===== config.mk =====
export PLATFORM = sky130hd
export DESIGN_NAME = count_sequencer
export DESIGN_NICKNAME = d
export VERILOG_FILES = /design/src/rtl/count_sequencer.sv
export SDC_FILE = /design/constraint.sdc
export NUM_CORES = 1
export LEC_CHECK = 0
export ABC_AREA = 0
export CAP_MARGIN = 20
export CORE_MARGIN = 4
export CORE_UTILIZATION = 36
export DETAILED_ROUTE_END_ITERATION = 10
export GPL_TIMING_DRIVEN = 0
export PLACE_DENSITY_LB_ADDON = 0.15
export SLEW_MARGIN = 20
export SYNTH_ARGS = -nofsm -noshare
export SYNTH_HDL_FRONTEND = slang
export SYNTH_SLANG_ARGS = --single-unit

===== constraint.sdc =====
create_clock -name Clk -period 2.9 [get_ports Clk]
set_input_delay 0.58 -clock Clk [delete_from_list [all_inputs] [get_ports Clk]]
set_output_delay 0.58 -clock Clk [all_outputs]
set_load 0.05 [all_outputs]

===== src/rtl/count_sequencer.sv =====
// Run/stop/reload controller for a 16-bit enable counter: prescales Clk into
// count ticks, halts the counter exactly at Limit and pulses Done on completion.
module count_sequencer #(
   parameter int WIDTH = 16,
   parameter int PS_W  = 8
) (
   input  logic             Clk,
   input  logic             Clr,
   input  logic             Start,
   input  logic             Stop,
   input  logic             Mode,
   input  logic [PS_W-1:0]  Prescale,
   input  logic [WIDTH-1:0] Limit,
   input  logic [WIDTH-1:0] CntQ,
   output logic             CntEn,
   output logic             CntClr_n,
   output logic             Busy,
   output logic             Done,
   output logic [1:0]       State
);

   typedef enum logic [1:0] {
      IDLE  = 2'b00,
      CLEAR = 2'b01,
      RUN   = 2'b10,
      HOLD  = 2'b11
   } state_e;

   state_e          state_q, state_d;
   logic [PS_W-1:0] pc_q, pc_d;
   logic            clr_n_q, clr_n_d;
   logic            done_q, done_d;
   logic            hit, match;

   // NOTE: every output of this block gets a default before the case, so no
   // path can leave a variable unassigned and infer a latch.
   always_comb begin
      state_d = state_q;
      pc_d    = pc_q;
      done_d  = 1'b0;
      CntEn   = 1'b0;
      hit     = (pc_q >= Prescale);
      match   = (CntQ == Limit);

      unique case (state_q)
         IDLE: begin
            if (Start && !Stop) state_d = CLEAR;
         end
         CLEAR: begin
            pc_d    = '0;
            state_d = Stop ? HOLD : RUN;
         end
         RUN: begin
            // Enable is combinational on CntQ so the tick that would pass Limit is suppressed.
            CntEn = hit && !match;
            pc_d  = hit ? '0 : pc_q + 1'b1;
            if (match) begin
               done_d  = 1'b1;
               state_d = Mode ? CLEAR : IDLE;
            end else if (Stop) begin
               state_d = HOLD;
            end
         end
         HOLD: begin
            if (Stop)       state_d = IDLE;
            else if (Start) state_d = RUN;
         end
         default: state_d = IDLE;
      endcase

      clr_n_d = (state_d != CLEAR);
   end

   // NOTE: state registers use non-blocking assignments so every flop samples
   // the pre-edge values, independent of the order of statements.
   always_ff @(posedge Clk or negedge Clr) begin
      if (!Clr) begin
         state_q <= IDLE;
         pc_q    <= '0;
         clr_n_q <= 1'b0;
         done_q  <= 1'b0;
      end else begin
         state_q <= state_d;
         pc_q    <= pc_d;
         clr_n_q <= clr_n_d;
         done_q  <= done_d;
      end
   end

   assign CntClr_n = clr_n_q;
   assign Done     = done_q;
   assign Busy     = (state_q != IDLE);
   assign State    = state_q;

endmodule


; Word-level counts from Yosys, hierarchy flattened
; Cells that the tools add are included.
[op_classes]
n_addsub = 1
order_cmp = 1
n_eq_ne = 5
muxes = 13
reduce_logical = 7
[ops]
columns = operator, count
row1 = 16-bit equality test, 1
row2 = 8-bit one-hot mux with 2 select lines, 1
row3 = 2-bit 2-to-1 mux, 5
row4 = 8-bit by 1-bit adder with 8-bit output (second input constant), 1
row5 = 8-bit greater-or-equal comparator, 1
row6 = 8-bit 2-to-1 mux, 1
row7 = 2-bit one-hot mux with 4 select lines, 1
row8 = 1-bit 2-to-1 mux, 5
row9 = 2-bit equality test (second input constant), 2
row10 = 2-bit nonzero test, 2
row11 = 2-bit by 1-bit equality test with 1-bit output (second input constant), 1
row12 = 1-bit logical AND, 2
row13 = 1-bit logical NOT, 2
row14 = 2-bit logical NOT, 1
row15 = 2-bit by 1-bit inequality test with 1-bit output (second input constant), 1
[word_totals]
reg_bits = 12
input_bits = 45
wordCells = 31

; Depth between registers and ports, before layout
; Gate-level depths: netlist of run 1.
[depth]
depth_word = 5
ltp_mapped = 8
ltp_nobuf = 8

; Worst setup path after synthesis of run 1
; Ideal clock, no wire load.
[synth_timing]
kind = input to output
start = input Prescale[0]
end = output CntEn
t_arrival_ns = 2.017
slack_ns = 0.303
path_stages = 6
path_buffers = 0
path_cell_list = ha_1 > nand2b_1 > a211oi_1 > o21bai_1 > nand3_1 > a21oi_1
[synth_via]
elab_chain_cells = 3
[synth_lines]
columns = item, line
row1 = from (decl), 12  ; input logic [PS_W-1:0] Prescale,
row2 = 8-bit greater-or-equal comparator, 42  ; hit = (pc_q >= Prescale);
row3 = 1-bit logical AND, 55  ; CntEn = hit && !match;
row4 = 1-bit 2-to-1 mux, 45  ; unique case (state_q)
row5 = to (decl), 15  ; output logic CntEn,
; Every way passes these cells.

; Worst setup path after layout of run 1
; Ends and elaborated chain as after synthesis.

==> key figures, run 1 <==
Run status
  • Outcome: finished clean

Die
  • I/O pin total: 51
  • Die X: 63.0 µm
  • Starting Density: around 38%
  • Core Rows: 19
  • Die H: around 63 µm
  • Core area: 0.00283 mm²
  • Die area: between 0.003 and 0.004 mm²

Placement
  • Detailed placer's ending HPWL: 2340 µm
  • Routability Congestion: 0.838
  • Port bufs: 50
  • Placed insts: 199
  • Placed cell area: 0.00163 mm²

STA
  • Fin Setup TNS: 0 ns
  • Clk_skew: 0.00366 ns
  • Post-route minimum period: 2.75 ns
  • Final setup vio count: 0
  • Relative slew slack: 63.3%
  • Endpoints failing hold: 0
  • Unrepaired setup endpoints after global routing: no
  • Max Slew Vio Count: 0
  • Period utilization: 94.8%
  • Worst hold slack: 0.559 ns
  • Max Clk Rate: 364 MHz
  • Slew @ Worst Pin: around 0.55 ns

Synth
  • Number of flops mapped to enable cells by yosys: 0
  • Seq/Total Area, Yosys: roughly 28%
  • Synthesized cell area: 0.00109 mm²
  • Ys flop type: dfrtp_1
  • Post-synthesis cell count: 118
  • Yosys warns: 0
  • Mean Syn Cell Area: around 9 µm²
  • Syn Nets: 177
  • Distinct cells, synth: 34
  • Yosys reg bits: 12
  • Fraction of registers with async set/reset: 100%

Routing
  • Routed Antenna Nets: 0
  • Vias/cell: 5.15
  • DR vias: approximately 1100
  • DR pass1 iterations: 4
  • Final WL: 2830 µm
  • Routed wire length per instance: 13.9 µm
  • DR iter-0 viols: 10
  • DRC Markers: 0

Clock network
  • Worst-Skew Late Latency: ~0.27 ns
  • CTS tree: done
  • Clock sink total: 12
  • # hold bufs at CTS: 0
  • Root Buffer: clkbuf_4
  • Num CTS Buffers: 3
  • Clock transition at path regs: 0.08 ns
  • CTS max path bufs: 2
  • # H-tree levels: 1

GRT
  • Vias in the first global route: 991
  • Gr usage total: roughly 15%
  • Remaining Overflow, GRT: 0
  • Largest net degree at the start of global routing: 13
  • First-pass GRT wire length: 4750 µm
  • Initial antenna violation count: 0

Setup path
  • Critical Path Source: Prescale[0]
  • Reg-to-reg endpoint: pc_q[0]$_DFFE_PN0P_
  • Critical Path Sink Type: output port
  • Crit path kind: input port to output port
  • R2r startpoint: pc_q[6]$_DFFE_PN0P_
  • CP endpoint: CntEn
  • WP data arrival: 2.17 ns
  • Reg2Reg Depth: 7
  • Flop2flop setup slack: 0.87 ns
  • Worst Path Required: 2.32 ns
  • CP Launch Type: input port
  • Crit path max fanout: 2

Layout
  • Antenna cell count: 0
  • Share of post-route cells with drive strength above 1: under 10%
  • Design area: 0.00167 mm²
  • Area growth syn-to-layout: 53.1%
  • Fin cells: 204
  • Layout Utilization: 58.9%
  • Final #Nets: ~230

Job
  • Max_cap viols: 0

Hold path
  • Min-delay src: pc_q[1]$_DFFE_PN0P_
  • Worst min path class: register to register

Pwr
  • Worst vdd ir: between 0.6 and 0.7 mV
  • PwrDens: 596 mW/mm²
  • Leakage: roughly 0.77 nW
==> Yosys cell counts (2+ instances only) <==
master / count / area [µm²]
ha_1: 14 / 175
nor2_1: 4 / 15.0
o21ai_0: 6 / 30.0
inv_1: 13 / 48.8
a22o_1: 4 / 35.0
a21oi_1: 5 / 25.0
nand2_1: 3 / 11.3
nor3_1: 2 / 10.0
nor4_1: 3 / 18.8
xor2_1: 16 / 140
dfrtp_1: 12 / 300
nor3b_1: 2 / 15.0
o21ai_1: 2 / 10.0
and3_1: 4 / 25.0
nand3_1: 3 / 15.0
o2bb2ai_1: 3 / 26.3
nor2b_1: 5 / 31.3
==> worst max-delay path: stages <==
cell and delay, ns:
clkdlybuf4s50_1 0.40, ha_1 0.28, nand2b_1 0.14, a211oi_1 0.24, o21bai_1 0.14, nand3_1 0.10
a21oi_1 0.06, buf_2 0.22
==> report_power, final <==
part / internal, mW / switching, mW / leakage (nW)
logic: 0.259 / 0.362 / 0.591
registers: 0.200 / 0.0372 / 0.160
clock network: 0.0763 / 0.0587 / 0.0210
==> timing repair <==
action | CTS | global route
pin swaps | 0 | 1
buffers inserted | 0 | 1
gates resized for setup | 3 | 2
endpoints found under the setup margin | 1 | 1
endpoints found under the hold margin | 0 | 0
==> layout make-up <==
cell class	count	area [µm²]
fillers	269	1160
repair buffers	51	503
multi-input cells	93	739
flip-flops and latches	12	300
well taps	31	38.8
clock buffers	4	36.3
inverters	13	48.8
==> layer usage <==
metal  wire (µm)  vias up  track usage [%]
met1        1310      482             19.1
met2        1360       33             24.9
li1            -      535                -
met3         167        0             5.04
met4           0        0             1.65
met5           0        -                0
==> cell usage in the layout, fill, tap and decap left out, types with 2 or more instances in the layout <==
| cell | netlist | final |
|---|---|---|
| nor2_1 | 4 | 4 |
| dfrtp_1 | 12 | 12 |
| o21ai_0 | 6 | 6 |
| and3_1 | 4 | 4 |
| o21ai_1 | 2 | 2 |
| nand2_1 | 3 | 3 |
| xor2_1 | 16 | 16 |
| a22o_1 | 4 | 4 |
| nor3b_1 | 2 | 2 |
| inv_1 | 13 | 13 |
| nor2b_1 | 5 | 5 |
| a21oi_1 | 5 | 5 |
| nand3_1 | 3 | 3 |
| nor4_1 | 3 | 3 |
| ha_1 | 14 | 14 |
| clkdlybuf4s50_1 | 0 | 49 |
| clkbuf_4 | 0 | 3 |
| o2bb2ai_1 | 3 | 3 |
| nor3_1 | 2 | 2 |
==> state kept, by name, indices dropped and copies added, names as in the netlist <==
register  count
CntClr_n      1
State         2
pc_q          8
Done          1
==> worst min path at each step <==
stage                          end  slack (ns)  cells after the start
2_1_floorplan   CntClr_n$_DFF_PN0_        0.28                      0
3_3_place_gp   pc_q[7]$_DFFE_PN0P_        0.54                      1
3_5_place_dp   pc_q[7]$_DFFE_PN0P_        0.55                      1
4_1_cts        pc_q[1]$_DFFE_PN0P_        0.57                      1
5_1_grt        pc_q[1]$_DFFE_PN0P_        0.59                      1
6_report       pc_q[1]$_DFFE_PN0P_        0.56                      1
==> cells by family (layout without fill, tap and decap cells) <==
kind of cell | Yosys count | after routing | synth area share, %
buffers and inverters | 13 | 68 | 4.48
muxes | 1 | 1 | 1.03
AOI/OAI and AO/OA | 28 | 28 | 18.7
xor gates and xnor gates | 16 | 16 | 12.9
DFF | 12 | 12 | 27.6
and+or+nand+nor | 34 | 34 | 19.2
adders and majority gates | 14 | 14 | 16.1
==> through the flow <==
| step | worst slack (ns) | power, mW |
|---|---|---|
| 2_1_floorplan | 0.303 | 0.652 |
| 3_3_place_gp | -0.364 | 0.843 |
| 3_5_place_dp | -0.377 | 0.857 |
| 4_1_cts | 0.00550 | 1.00 |
| 5_1_grt | 0.0261 | 1.09 |
| 6_report | 0.151 | 0.993 |
Power figures use the tool's default switching activity.
==> run 2: changes to the inputs <==
- CTS_CLUSTER_DIAMETER: unset -> 30
==> results of run 2 <==
Final layout, timing and power as in run 1 (identical DEF).
==> run 3: changes to the inputs <==
- CTS_BUF_LIST: unset -> sky130_fd_sc_hd__clkbuf_8 sky130_fd_sc_hd__clkbuf_16
==> key figures, run 3 (synthesis gave the netlist of run 1 again) <==
Run status
  • Outcome: finished clean

Setup path
  • WP data arrival: between 2 and 2.5 ns
  • Reg-to-reg endpoint: pc_q[4]$_DFFE_PN0P_
  • Worst Path Required: 2.32 ns
  • Crit path max fanout: 2
  • Critical Path Sink Type: output port
  • R2r startpoint: pc_q[6]$_DFFE_PN0P_
  • Flop2flop setup slack: between 0.8 and 0.9 ns
  • Reg2Reg Depth: 7
  • Crit path kind: input port to output port
  • CP Launch Type: input port

Die
  • Die H: 63.0 µm
  • Core area: 0.00283 mm²
  • Starting Density: 38.5%
  • I/O pin total: 51
  • Die area: between 0.003 and 0.004 mm²
  • Die X: 63.0 µm
  • Core Rows: 19

Placement
  • Port bufs: 50
  • Detailed placer's ending HPWL: 2340 µm
  • Routability Congestion: 0.838

Routing
  • Routed wire length per instance: 13.6 µm
  • Final WL: 2780 µm
  • DR vias: 1045
  • Routed Antenna Nets: 0
  • DR iter-0 viols: 13
  • DRC Markers: 0
  • DR pass1 iterations: 4
  • Vias/cell: 5.12

Hold path
  • Hold Path Stages: 1
  • Worst min path class: register to register
  • Hold endpoint: pc_q[1]$_DFFE_PN0P_
  • Min-delay src: pc_q[1]$_DFFE_PN0P_

Layout
  • Fillers: 269
  • Antenna cell count: 0
  • Most common cell after layout, fill and taps aside: clkdlybuf4s50_1
  • Highest-count cells in the layout ignoring fill and taps: 49 x clkdlybuf4s50_1, 16 x xor2_1, 14 x ha_1, 13 x inv_1, 12 x dfrtp_1
  • Register with the most flip-flops: pc_q
  • Share of post-route cells with drive strength above 1: 8.67%
  • Final #Nets: 233
  • Area growth syn-to-layout: 54.8%
  • Max reg flops: 8

STA
  • Endpoints failing hold: 0
  • Clk_skew: slightly above 0.005 ns
  • Final setup vio count: 0
  • Max Clk Rate: 364 MHz
  • Slew @ Worst Pin: ~0.55 ns
  • Unrepaired setup endpoints after global routing: no
  • Post-route minimum period: 2.75 ns
  • Fin Setup TNS: 0 ns
  • Max Slew Vio Count: 0
  • Relative slew slack: 63.0%
  • Period utilization: 94.9%

Clock network
  • Clock sink total: 12
  • # H-tree levels: 1
  • Clock transition at path regs: approximately 0.06 ns
  • Num CTS Buffers: 3
  • CTS tree: done
  • Worst-Skew Late Latency: 0.24 ns
  • CTS max path bufs: 2
  • Root Buffer: clkbuf_8

Job
  • Max_cap viols: 0

GRT
  • Initial antenna violation count: 0
  • First-pass GRT wire length: 4700 µm
  • Vias in the first global route: between 900 and 1000
  • Remaining Overflow, GRT: 0
  • Largest net degree at the start of global routing: 13
  • Gr usage total: 14.6%

Pwr
  • Leakage: 0.779 nW
  • Worst vdd ir: 0.670 mV
  • Design Power: 1.04 mW
  • PwrDens: about 620 mW/mm²
-- run 3: cell counts in the layout (fill, tap and decap cells not counted) --
No cell type changed its count.
-- run 3: timing repair --
item	CTS	global route
pin swaps	0	1
endpoints found under the setup margin	1	1
hold buffers	0	0
cloned	0	0
setup buffers	0	1
hold endpoints to repair	0	0
resized for setup	3	2
-- run 3: how the worst max path moves through the flow --
stage | slack, ns | to | from | cells past startpoint
after CTS | 0.006 | CntEn | Prescale[0] | 8
after detailed placement | -0.38 | CntEn | Prescale[2] | 8
after floorplan | 0.30 | CntEn | Prescale[0] | 6
after global placement | -0.36 | CntEn | Prescale[0] | 8
final | 0.15 | CntEn | Prescale[0] | 8
after global routing | 0.03 | CntEn | Prescale[3] | 8
-- run 3: final cells by class --
type,instances,area (µm²),area share (%)
multi-input cells,93,739,43.9
inverters,13,48.8,2.90
repair buffers,51,503,29.8
well taps,31,38.8,2.30
clock buffers,4,55.1,3.27
flip-flops and latches,12,300,17.8
-- run 3: routing by layer --
layer / wire [µm] / vias to the layer above / share of wire, % / global-route usage (%)
met1: 1290 / 475 / 46 / 18.7
li1: - / 534 / - / -
met4: 0 / 0 / 0 / 1.65
met5: 0 / - / 0 / 0
met2: 1320 / 36 / 48 / 24.6
met3: 167 / 0 / 6.0 / 4.50
-- run 3: where the power goes --
part	internal (mW)	switching (mW)	total, mW
combinational	0.259	0.360	0.620
sequential	0.200	0.0362	0.237
clock	0.120	0.0656	0.186
total	0.580	0.462	1.04
-- run 3: through the flow --
stage	cell area, µm²	utilization, %	hold WS (ns)	setup WS, ns	cells
2_1_floorplan	1090	-	0.284	0.303	118
3_3_place_gp	1630	57.5	0.537	-0.364	199
3_5_place_dp	1630	57.5	0.546	-0.377	199
4_1_cts	1680	59.5	0.560	0.00551	203
5_1_grt	1690	59.6	0.586	0.0261	204
6_report	1690	59.6	0.552	0.149	204
-- run 3: worst max-delay path, cell delays in order --
cell and delay (ns):
clkdlybuf4s50_1 0.40, ha_1 0.28, nand2b_1 0.14, a211oi_1 0.24, o21bai_1 0.14, nand3_1 0.10, a21oi_1 0.06, buf_2 0.22
